--- src/rtl/instr_fetch_unit.sv ---
// rtl/instr_fetch_unit.sv - instruction fetch unit: PC, fixed-latency memory read, IR latch and field decode
module instr_fetch_unit #(
  parameter int unsigned MEM_LAT  = 2,
  parameter logic [31:0] RESET_PC = 32'h0000_0000
) (
  input  logic        clk,
  input  logic        reset,
  input  logic        fetch,
  input  logic        pc_load,
  input  logic [31:0] pc_in,
  input  logic [31:0] mem_data_in,
  output logic [31:0] mem_addr,
  output logic        mem_rd,
  output logic [31:0] pc,
  output logic [31:0] ir,
  output logic [5:0]  opcode,
  output logic [4:0]  rs,
  output logic [4:0]  rt,
  output logic [4:0]  rd,
  output logic [15:0] imm16,
  output logic        busy,
  output logic        ir_valid
);

  typedef enum logic [1:0] {
    S_IDLE,
    S_REQ,
    S_WAIT,
    S_LATCH
  } state_t;

  // Counter preload taken in REQ; WAIT leaves when the count reaches 1,
  // so mem_rd stays high for exactly MEM_LAT cycles (REQ plus WAIT).
  localparam logic [2:0] LAT_LOAD = 3'(MEM_LAT - 1);

  state_t      state;
  logic [2:0]  lat_cnt;
  logic [31:0] fetch_addr;

  // Fetch sequencer: state, PC, IR and the registered strobes all move together
  always_ff @(posedge clk or posedge reset) begin
    if (reset) begin
      state      <= S_IDLE;
      pc         <= RESET_PC;
      ir         <= 32'h0;
      lat_cnt    <= 3'd0;
      fetch_addr <= RESET_PC;
      mem_rd     <= 1'b0;
      busy       <= 1'b0;
      ir_valid   <= 1'b0;
    end else begin
      ir_valid <= 1'b0;
      case (state)
        S_IDLE: begin
          // A PC load wins over a simultaneous fetch request
          if (pc_load) begin
            pc <= pc_in & ~32'h3;
          end else if (fetch) begin
            state      <= S_REQ;
            fetch_addr <= pc;
            mem_rd     <= 1'b1;
            busy       <= 1'b1;
          end
        end
        S_REQ: begin
          lat_cnt <= LAT_LOAD;
          if (MEM_LAT == 1) begin
            state  <= S_LATCH;
            mem_rd <= 1'b0;
            busy   <= 1'b0;
          end else begin
            state <= S_WAIT;
          end
        end
        S_WAIT: begin
          lat_cnt <= lat_cnt - 3'd1;
          if (lat_cnt == 3'd1) begin
            state  <= S_LATCH;
            mem_rd <= 1'b0;
            busy   <= 1'b0;
          end
        end
        S_LATCH: begin
          ir       <= mem_data_in;
          pc       <= pc + 32'd4;
          ir_valid <= 1'b1;
          state    <= S_IDLE;
        end
        default: begin
          state <= S_IDLE;
        end
      endcase
    end
  end

  // The bus address follows the PC while idle and is frozen for the whole fetch
  assign mem_addr = (state == S_IDLE) ? pc : fetch_addr;

  assign opcode = ir[31:26];
  assign rs     = ir[25:21];
  assign rt     = ir[20:16];
  assign rd     = ir[15:11];
  assign imm16  = ir[15:0];

endmodule

--- config.mk ---
export PLATFORM = sky130hd
export DESIGN_NAME = instr_fetch_unit
export DESIGN_NICKNAME = d
export VERILOG_FILES = /design/src/rtl/instr_fetch_unit.sv
export SDC_FILE = /design/constraint.sdc
export NUM_CORES = 1
export LEC_CHECK = 0
export BUFFER_PORTS_ARGS = -buffer_cell sky130_fd_sc_hd__buf_2
export CAP_MARGIN = 10
export CORE_MARGIN = 5
export CORE_UTILIZATION = 46
export CTS_BUF_LIST = sky130_fd_sc_hd__clkbuf_4
export CTS_CLUSTER_DIAMETER = 60
export DETAILED_ROUTE_END_ITERATION = 16
export PLACE_DENSITY_LB_ADDON = 0.08
export SLEW_MARGIN = 20
export SYNTH_ARGS = -nofsm -noshare
export SYNTH_HDL_FRONTEND = slang
export SYNTH_SLANG_ARGS = --single-unit
export TNS_END_PERCENT = 100
--- constraint.sdc ---
create_clock -name clk -period 2.75 [get_ports clk]
set_clock_uncertainty 0.05 [all_clocks]
set_input_delay 0.1375 -clock clk [delete_from_list [all_inputs] [get_ports clk]]
set_output_delay 0.1375 -clock clk [all_outputs]
set_load 0.05 [all_outputs]
Yosys cells after proc, flatten, opt, wreduce, memory -nomap -nowiden
Index checks and enable logic that the tools add are counted.
- add/subtract/negate cells: 2
- equal/unequal tests: 8
- muxes and demuxes: 13
- bitwise logic cells: 1
- reduce and logical (&&, ||, !) cells: 8
- operator list (cell ; number):
    $mux W32 ; 2
    $pmux W32 S2 ; 1
    $add A32 B3 Y32 const B ; 1
    $ne A2 B2 Y1 const B ; 4
    $pmux W2 S4 ; 1
    $mux W2 ; 3
    $pmux W3 S2 ; 1
    $reduce_and A3 Y1 ; 2
    $reduce_bool A2 Y1 ; 3
    $eq A2 B2 Y1 const B ; 2
    $mux W1 ; 4
    $reduce_and A4 Y1 ; 1
    $eq A3 B1 Y1 const B ; 1
    $sub A3 B1 Y3 const B ; 1
    $eq A2 B1 Y1 const B ; 1
    $logic_not A2 Y1 ; 1
    $pmux W1 S2 ; 1
    $reduce_and A2 Y1 ; 1
    $not A1 Y1 ; 1
- register bits: 103
- bits of input ports: 68
- output and inout bits: 136

Logic depth before layout (Yosys ltp)
Gate-level depths: netlist (run 1).
- depth in word-level cells: 3
- gate-level depth with buffers: 8

Worst setup path before layout (run 1)
OpenSTA, ideal clock, no wires.
- path type: register to register
- start point: reg pc[14]
- end point: reg pc[26]
- library setup time: 0.137 ns
- arrival time: 2.058 ns
- slack: 0.505 ns
- cell stages (with the launch flop): 7
- buffers on the path: 1
- period minus slack after synthesis: 2.245 ns
- cell sequence: dfrtp_1 > buf_2 > nand3_2 > or4_4 > nor4_4 > mux2i_1 > a21oi_1
- word-level cells in the longest chain between the ends: 2
- ends and longest elaborated chain (item ; line ; source):
    from (decl) ; 14 ; output logic [31:0] pc,
    from (signal assigned) ; 57 ; pc <= pc_in & ~32'h3;
    from (signal assigned) ; 85 ; pc <= pc + 32'd4;
    $add A32 B3 Y32 ; 85 ;
    $pmux W32 S2 ; 53 ; case (state)
No other way between the ends.
A chain may end at the register's enable or synchronous reset.

Worst setup path in the final report (run 1)
- start point: reg state[0]
- end point: out mem_addr[2]
- word-level cells in the longest chain between the ends: 2
- ends and longest elaborated chain (item ; line ; source):
    from (decl) ; 36 ; state_t state;
    from (signal assigned) ; 43 ; state <= S_IDLE;
    from (signal assigned) ; 59 ; state <= S_REQ;
    from (signal assigned) ; 68 ; state <= S_LATCH;
    $logic_not A2 Y1 ; 97 ; assign mem_addr = (state == S_IDLE) ? pc : fetch_addr;
    $mux W32 ; 97 ;
    to (decl) ; 12 ; output logic [31:0] mem_addr,
No other way between the ends.

==> results of run 1 <==
## state kept, by name (all words and copies together) (netlist names)
register	cells
state	2
fetch_addr	30
pc	30
lat_cnt	3
ir	32
ir_valid	1
busy	1
## timing repair
| action | 4_1_cts | 5_1_grt |
|---|---|---|
| hold buffers | 56 | 0 |
| gates resized for setup | 0 | 0 |
| setup buffers | 0 | 0 |
| endpoints found under the hold margin | 82 | 0 |
## synth_stat cells (all sizes together), types with 2 or more instances
library cell / n / area, um2
nor3: 5 / 35.0
and3: 6 / 37.5
inv: 9 / 33.8
nand3: 33 / 193
a21oi: 29 / 145
o22ai: 21 / 131
mux2: 91 / 1020
nor2: 14 / 52.6
dfrtp: 99 / 2480
nor4: 6 / 82.6
nand4: 10 / 68.8
nand2: 32 / 120
nand2b: 4 / 25.0
ha: 6 / 75.1
o21ai: 16 / 80.1
o22a: 14 / 123
buf: 66 / 423
nand3b: 2 / 15.0
a2bb2oi: 6 / 52.6
mux2i: 11 / 110
clkbuf: 15 / 56.3
## metrics by stage
step | cell area (um2) | std cells | worst slack [ns] | util [%] | hold WS, ns
3_3_place_gp | 6340 | 792 | 0.598 | 53.5 | 0.197
5_1_grt | 7030 | 863 | 0.169 | 59.3 | 0.00668
6_report | 7030 | 863 | 0.323 | 59.3 | 0.0396
2_1_floorplan | 5520 | 515 | 0.505 | - | 0.239
4_1_cts | 7030 | 863 | 0.281 | 59.3 | 0.00180
3_5_place_dp | 6340 | 792 | 0.548 | 53.5 | 0.220
## layout by cell type, fill, tap and decap left out, types with 3 or more instances in the layout
master	count
mux2_2	79
a21oi_1	29
buf_2	197
inv_1	7
buf_4	13
mux2_1	12
nand2_1	32
o22a_1	14
clkbuf_4	11
nand3_2	3
a2bb2oi_1	6
o21ai_0	14
dlygate4sd3_1	56
nor2_1	14
nand3_1	29
nand2b_1	4
nor4_1	3
conb_1	4
ha_1	4
mux2i_1	11
nor4_4	3
nand4_1	9
nor3_1	3
o22ai_1	21
dfrtp_1	99
and3_1	6
## logic make-up (layout without fill, tap and decap cells)
kind of cell	Yosys count	count (layout)	synth area share, %
AND/OR/NAND/NOR	119	119	12.4
multiplexers	102	102	20.6
flip-flops	99	99	45.0
AO/OA/AOI/OAI	95	95	11.2
buffers and inverters	90	291	9.32
adder cells (fa/ha/maj)	6	6	1.36
other	1	4	0.0681
## worst min path at each step
stage                     cells past startpoint            endpoint  slack, ns      startpoint
after floorplan                               1   ir[0]$_DFFE_PP0P_       0.24  mem_data_in[0]
after global placement                        2  ir[24]$_DFFE_PP0P_       0.20           reset
after detailed placement                      2  ir[24]$_DFFE_PP0P_       0.22           reset
after CTS                                     4  pc[16]$_DFFE_PP0P_      0.002       pc_in[16]
after global routing                          4   pc[9]$_DFFE_PP0P_      0.007        pc_in[9]
final                                         4  pc[16]$_DFFE_PP0P_       0.04       pc_in[16]
## critical path, cell delays in order (launching register included)
cell and delay [ns]:
dfrtp_1 0.46, inv_1 0.10, ha_2 0.23, buf_4 0.37, mux2_2 0.38, buf_2 0.21
## per-layer routing
metal | vias to the layer above | global-route usage (%) | part of all wire [%]
met4 | 0 | 6.51 | 1.4
met5 | - | 0 | 0
met3 | 14 | 4.32 | 7.4
li1 | 2209 | - | -
met2 | 184 | 35.6 | 49
met1 | 2178 | 25.6 | 42
## final cells by class
type	count	area, um2
clock buffers	11	82.6
inverters	9	37.5
repair buffers	267	1660
flip-flops and latches	99	2480
fillers	1023	4830
clock inverters	4	42.5
well taps	147	184
multi-input cells	326	2540
==> summary.md, run 1 <==
| Metric | Value |
|---|---|
| Status | `finished, final reports clean` |
| Worst min path class | `primary input to flip-flop` |
| Sequential-to-total area share from yosys stat | `45.0%` |
| Worst R2R End | `pc[30]$_DFFE_PP0P_` |
| Gr ovfl total | `0` |
| Crit path arrival time | `2.24 ns` |
| Vias post-DR | `4585` |
| Number of CTS-inserted buffers | `9` |
| First-pass GRT wire length | `23.7 mm` |
| Final wirelength | `14.3 mm` |
| Critical path startpoint | `state[0]$_DFFE_PP0P_` |
| Final hold vios | `0` |
| Critical path endpoint | `mem_addr[2]` |
| Max frequency | `412 MHz` |
| Seq cells post-synth | `99` |
| Post-synthesis async set-or-reset flop share | `100%` |
| Nets@finish | `786` |
| Clk sinks | `99` |
| Initial antenna violation count | `0` |
| # diodes | `0` |
| Maxcap violations | `0` |
| Ys flop type | `dfrtp_1` |
| Gate count of the mapped netlist | `512` |
| Starting density of the core | `46.4%` |
| CTS tree | `yes` |
| Setup TNS | `0 ns` |
| Max-slew violations | `0` |
| Worst setup EP type | `primary output` |
| Die area | `14300 um2` |
| Worst R2R Path Depth | `6` |
| RSZ-0062 raised after global routing | `false` |
| Clock Latency Late Sink | `0.47 ns` |
| Crit path launch type | `flip-flop` |
| H-tree levels | `3` |
| WP data required | `2.56 ns` |
| PortBufs | `197` |
| Unique masters post-synth | `48` |
| Setup Crit Path Kind | `flip-flop to primary output` |
| DR vias/cell | `5.31` |
| Reg clk slew, reported paths | `0.16 ns` |
| Syn Area/Cell | `10.8 um2` |
| Fraction of layout cells with a size suffix above 1 | `44.7%` |
| Final period util | `88.2%` |
| Largest net degree at the start of global routing | `45` |
| DRC Markers | `0` |
| CTS max path bufs | `2` |
| Root Buffer | `clkbuf_4` |
| Yosys warnings | `0` |
| I/O pins | `204` |
| Post-synth EDFFs | `0` |
| Worst Tran Pin Value | `0.766 ns` |
| Routability cong. | `0.757` |
| Headroom to the max-slew limit | `48.7%` |
| Routed Antenna Nets | `0` |
| Row Count | `40` |
| Worst r2r src | `pc[3]$_DFFE_PP0P_` |
| Final Setup Violations | `0` |
| CP max FO | `28` |
| Layout area overhead | `27.7%` |
| Core ar. | `11900 um2` |
| Height of the die | `119 um` |
| Pre-antenna DRT Iters | `5` |
| Vias in the first global route | `4677` |
| Drt initial violations | `203` |
| DP HPWL | `9.87 mm` |
| Reg2Reg Setup Slack | `0.54 ns` |
| Routed WL per cell | `16.6 um` |
| Syn Std Cell Area | `5500 um2` |
| Fin crit period | `2.43 ns` |
| Die width | `119 um` |
| Gr usage total | `20.5%` |
Power of run 1 is not shown: default switching activity piles up to over one toggle a cycle in this logic, so the estimate is an artifact.
==> run 2, diff against run 1 <==
- PLACE_DENSITY: not set -> 0.85
- PLACE_DENSITY_LB_ADDON: 0.08 -> not set
==> run 2 against run 1 <==
  * Sequential cell count unchanged
  * Wire length up 6.7%
  * Cell count down 0.58%
  * Hold slack better by 0.0016 ns
  * Non-clock buffer count down 5
==> summary.md, run 2 (synthesis gave the netlist of run 1 again) <==
| Metric | Value |
|---|---|
| Max frequency | `403 MHz` |
| Worst R2R End | `pc[28]$_DFFE_PP0P_` |
| Final hold vios | `0` |
| RSZ-0062 raised after global routing | `false` |
| Reg with most FFs | `ir` |
| Final Setup Violations | `0` |
| Hold path depth | `4` |
| Worst setup EP type | `flip-flop` |
| Setup TNS | `0 ns` |
| Post-layout instance area | `7010 um2` |
| Row Count | `40` |
| Placed Cells | `789` |
| Gr usage total | `21.8%` |
| Routed WL per cell | `17.8 um` |
| Biggest regs | `ir x32, fetch_addr x30, pc x30` |
| Reg2Reg Setup Slack | `0.27 ns` |
| Starting density of the core | `46.4%` |
| Max-slew violations | `0` |
| Reg clk slew, reported paths | `0.15 ns` |
| Largest net degree at the start of global routing | `46` |
| Root Buffer | `clkbuf_4` |
| Die width | `119 um` |
| Worst min path class | `primary input to flip-flop` |
| Vias in the first global route | `4817` |
| Max FFs per register | `32` |
| Worst Tran Pin Value | `0.877 ns` |
| Maxcap violations | `0` |
| Core ar. | `11900 um2` |
| Headroom to the max-slew limit | `41.4%` |
| Clk sinks | `99` |
| Die area | `14300 um2` |
| Number of CTS-inserted buffers | `9` |
| Setup Crit Path Kind | `flip-flop to flip-flop` |
| Fin crit period | `2.48 ns` |
| Routability cong. | `0.857` |
| Setup Fix Bufs, Post-CTS | `0` |
| # diodes | `0` |
| Drt initial violations | `332` |
| Commonest cells after routing, fill and taps aside | `197 x buf_2, 99 x dfrtp_1, 79 x mux2_2, 54 x dlygate4sd3_1, 32 x nand2_1` |
| Post-Layout Cell Count | `858` |
| DP HPWL | `10.5 mm` |
| Clock Latency Late Sink | `0.45 ns` |
| Filler cells | `967` |
| Worst R2R Path Depth | `7` |
| Worst r2r src | `state[1]$_DFFE_PP0P_` |
| Final period util | `90.3%` |
| Routed Antenna Nets | `0` |
| Hold_sp | `pc_in[6]` |
| Final wirelength | `15.3 mm` |
| Crit path launch type | `flip-flop` |
| Commonest non-fill, non-tap cell in the layout | `buf_2` |
| Nets@finish | `781` |
| Height of the die | `119 um` |
| WP data required | `3.03 ns` |
| I/O pins | `204` |
| Vias post-DR | `4698` |
| CP max FO | `29` |
| Layout area overhead | `27.4%` |
| First-pass GRT wire length | `25.1 mm` |
| CTS tree | `yes` |
| Initial antenna violation count | `0` |
| Worst Hold Path EP | `pc[6]$_DFFE_PP0P_` |
| Gr ovfl total | `0` |
| Post-DP Area | `6340 um2` |
| Crit path arrival time | `2.76 ns` |
| DRC Markers | `0` |
| DR vias/cell | `5.48` |
| CTS max path bufs | `2` |
| H-tree levels | `3` |
| Fraction of layout cells with a size suffix above 1 | `44.6%` |
| PortBufs | `197` |
| Pre-antenna DRT Iters | `4` |
| Status | `finished, final reports clean` |
[run 2: cell count changes in the layout (fill, tap and decap cells not counted), sizes merged]
| cell | previous run | this run |
|---|---|---|
| buf | 211 | 208 |
| dlygate4sd3 | 56 | 54 |
[run 2: critical path, cell delays in order (launching register included)]
cell and delay, ns:
dfrtp_1 0.45, inv_1 0.09, ha_2 0.18, buf_4 0.35, nand2_1 0.51, or2_2 0.52, o22ai_1 0.16, a21oi_1 0.05
[run 2: worst max-delay path by stage]
stage	startpoint	end	slack [ns]	depth (start not counted)
floorplan	pc[14]$_DFFE_PP0P_	pc[26]$_DFFE_PP0P_	0.51	6
global placement	state[0]$_DFFE_PP0P_	pc[24]$_DFFE_PP0P_	0.38	7
detailed placement	state[0]$_DFFE_PP0P_	pc[28]$_DFFE_PP0P_	0.26	7
CTS	state[0]$_DFFE_PP0P_	pc[28]$_DFFE_PP0P_	0.26	7
global route	state[0]$_DFFE_PP0P_	pc[28]$_DFFE_PP0P_	0.10	7
finish	state[1]$_DFFE_PP0P_	pc[28]$_DFFE_PP0P_	0.27	7
[run 2: through the flow]
stage	utilization (%)	setup slack, ns	hold WS, ns
floorplan	-	0.505	0.239
global placement	53.5	0.379	0.283
detailed placement	53.5	0.255	0.307
CTS	59.1	0.258	0.00396
global route	59.1	0.103	0.0383
finish	59.1	0.266	0.0411
[run 2: timing repair]
item / in CTS / in global routing
endpoints found under the setup margin: 0 / 0
endpoints found under the hold margin: 90 / 0
hold buffers: 54 / 0
gates resized for setup: 0 / 0
[run 2: final cells by class]
type	instances	area (um2)	share of cell area, %
Inverter	9	37.5	0.535
Clock inverter	4	42.5	0.607
Sequential cell	99	2480	35.3
Tap cell	147	184	2.62
Clock buffer	11	82.6	1.18
Multi-Input combinational cell	326	2540	36.2
Timing Repair Buffer	262	1650	23.5
[run 2: metal layers]
layer | up-vias | global-route usage [%] | part of all wire (%)
met4 | 0 | 7.23 | 1.6
met5 | - | 0 | 0
li1 | 2202 | - | -
met2 | 202 | 36.9 | 49
met3 | 17 | 5.08 | 8.0
met1 | 2277 | 27.4 | 41
Power of run 2 is left out for the same reason.
==> run 3, diff against run 2 <==
- SETUP_SLACK_MARGIN: not set -> 0.5
==> run 3 against run 2 <==
  * Sequential share of layout area down 0.61 points
  * Global-route usage about the same
  * Final area up 1.8%
  * Register-to-register slack better by 0.30 ns
  * Non-clock buffer count up 8
  * Sequential cell count unchanged
  * Via count up 1.5%
  * Wire length up 2.5%
  * Largest cell class unchanged
  * Highest routed layer unchanged
==> summary.md, run 3 (synthesis gave the netlist of run 1 again) <==
| Metric | Value |
|---|---|
| Max-slew violations | `0` |
| Clock Latency Late Sink | `0.45 ns` |
| Met3 GRT Util | `5.18%` |
| DR vias/cell | `5.51` |
| Root Buffer | `clkbuf_4` |
| Filler cells | `961` |
| Starting density of the core | `46.4%` |
| Routability cong. | `0.857` |
| Vias post-DR | `4768` |
| CP max stage delay | `0.42 ns` |
| Final period util | `79.6%` |
| RSZ-0062 raised after global routing | `true` |
| Headroom to the max-slew limit | `41.5%` |
| Post-Layout Cell Count | `866` |
| Core ar. | `11900 um2` |
| H-tree levels | `3` |
| WP data required | `3.04 ns` |
| Largest net degree at the start of global routing | `46` |
| Hold_sp | `pc_in[6]` |
| I/O pins | `204` |
| Setup Crit Path Kind | `flip-flop to flip-flop` |
| Reg with most FFs | `ir` |
| Routed Antenna Nets | `0` |
| Status | `finished, final reports clean` |
| DP HPWL | `10.5 mm` |
| Final wirelength | `15.7 mm` |
| Initial antenna violation count | `0` |
| Biggest regs | `ir x32, fetch_addr x30, pc x30` |
| Met1 usage | `27.4%` |
| Row Count | `40` |
| Gr ovfl total | `0` |
| Fin crit period | `2.19 ns` |
| Routed WL per cell | `18.1 um` |
| Die area | `14300 um2` |
| Clk sinks | `99` |
| Placed Cells | `789` |
| Drt initial violations | `337` |
| Vias in the first global route | `4825` |
| Reg clk slew, reported paths | `0.15 ns` |
| # diodes | `0` |
| Layout area overhead | `29.6%` |
| CP max-delay cell | `dfrtp_1` |
| CTS tree | `yes` |
| Most used routing layer | `met2` |
| Worst min path class | `primary input to flip-flop` |
| Die width | `119 um` |
| Height of the die | `119 um` |
| Max FFs per register | `32` |
| DRC Markers | `0` |
| Global-route track usage on met2 | `36.9%` |
| Fraction of layout cells with a size suffix above 1 | `45.5%` |
| Number of CTS-inserted buffers | `9` |
| Commonest non-fill, non-tap cell in the layout | `buf_2` |
| Maxcap violations | `0` |
| CTS max path bufs | `2` |
| PortBufs | `197` |
| CP Cell Sequence | `inv_1, ha_4, nor2b_1, nand2_2, buf_12, mux2_1` |
| Critical path startpoint | `state[0]$_DFFE_PP0P_` |
| Commonest cells after routing, fill and taps aside | `197 x buf_2, 99 x dfrtp_1, 79 x mux2_2, 54 x dlygate4sd3_1, 30 x nand2_1` |
| Worst Tran Pin Value | `0.876 ns` |
| Pre-antenna DRT Iters | `5` |
| Final Setup Violations | `0` |
| Crit path arrival time | `2.48 ns` |
| Setup TNS | `0 ns` |
| Gr usage total | `21.8%` |
| Worst setup EP type | `flip-flop` |
| CP max FO | `23` |
| Crit path launch type | `flip-flop` |
| Max frequency | `457 MHz` |
| Worst r2r src | `state[0]$_DFFE_PP0P_` |
| Final hold vios | `0` |
| Nets@finish | `789` |
| First-pass GRT wire length | `25.1 mm` |
[run 3: changes by cell type in the layout (fill, tap and decap cells not counted), sizes merged]
cell and change:
buf +7, clkbuf +1
[run 3: path summary, 6_finish.rpt]
check / to / slack [ns] / cells after the start
setup reg to reg: fetch_addr[5]$_DFFE_PP0P_ / 0.56 / 6
min in group asynchronous: ir[28]$_DFFE_PP0P_ / 0.35 / 3
max in group asynchronous: pc[30]$_DFFE_PP0P_ / 1.67 / 4
hold / removal: pc[6]$_DFFE_PP0P_ / 0.04 / 4
hold reg to reg: fetch_addr[2]$_DFFE_PP0P_ / 0.46 / 2
setup / recovery: fetch_addr[5]$_DFFE_PP0P_ / 0.56 / 6
[run 3: area by class of cell]
class | instances | area, um2 | share of cell area (%)
multi-input cells | 326 | 2560 | 35.9
flip-flops and latches | 99 | 2480 | 34.7
repair buffers | 270 | 1750 | 24.5
well taps | 147 | 184 | 2.58
clock buffers | 11 | 82.6 | 1.16
clock inverters | 4 | 42.5 | 0.596
inverters | 9 | 37.5 | 0.526
[run 3: routing by layer]
layer / wire, um / part of all wire [%]
met1: 6430 / 41
met3: 1200 / 7.7
met2: 7760 / 50
met4: 275 / 1.8
met5: 0 / 0
[run 3: timing repair]
item,in CTS,in global routing
pin swaps,0,2
setup endpoints to repair,47,59
resized for setup,2,8
hold buffers,54,0
setup buffers,0,7
gates cloned,0,1
endpoints found under the hold margin,90,0
[run 3: through the flow]
stage,hold slack (ns),cell area [um2],util (%),setup slack [ns]
after CTS,0.00396,7020,59.2,0.438
after detailed placement,0.307,6340,53.5,0.255
after global routing,0.0383,7130,60.1,0.415
after floorplan,0.239,5520,-,0.505
after global placement,0.283,6340,53.5,0.379
final,0.0434,7130,60.1,0.562
[run 3: critical path, delay by kind of cell (launching register included)]
| family | cells | cell delay, ns |
|---|---|---|
| adder cells (fa/ha/maj) | 1 | 0.21 |
| buffers and inverters | 2 | 0.37 |
| flip-flops | 1 | 0.42 |
| multiplexers | 1 | 0.33 |
| AND/OR/NAND/NOR | 2 | 0.67 |
Power of run 3 is left out for the same reason.
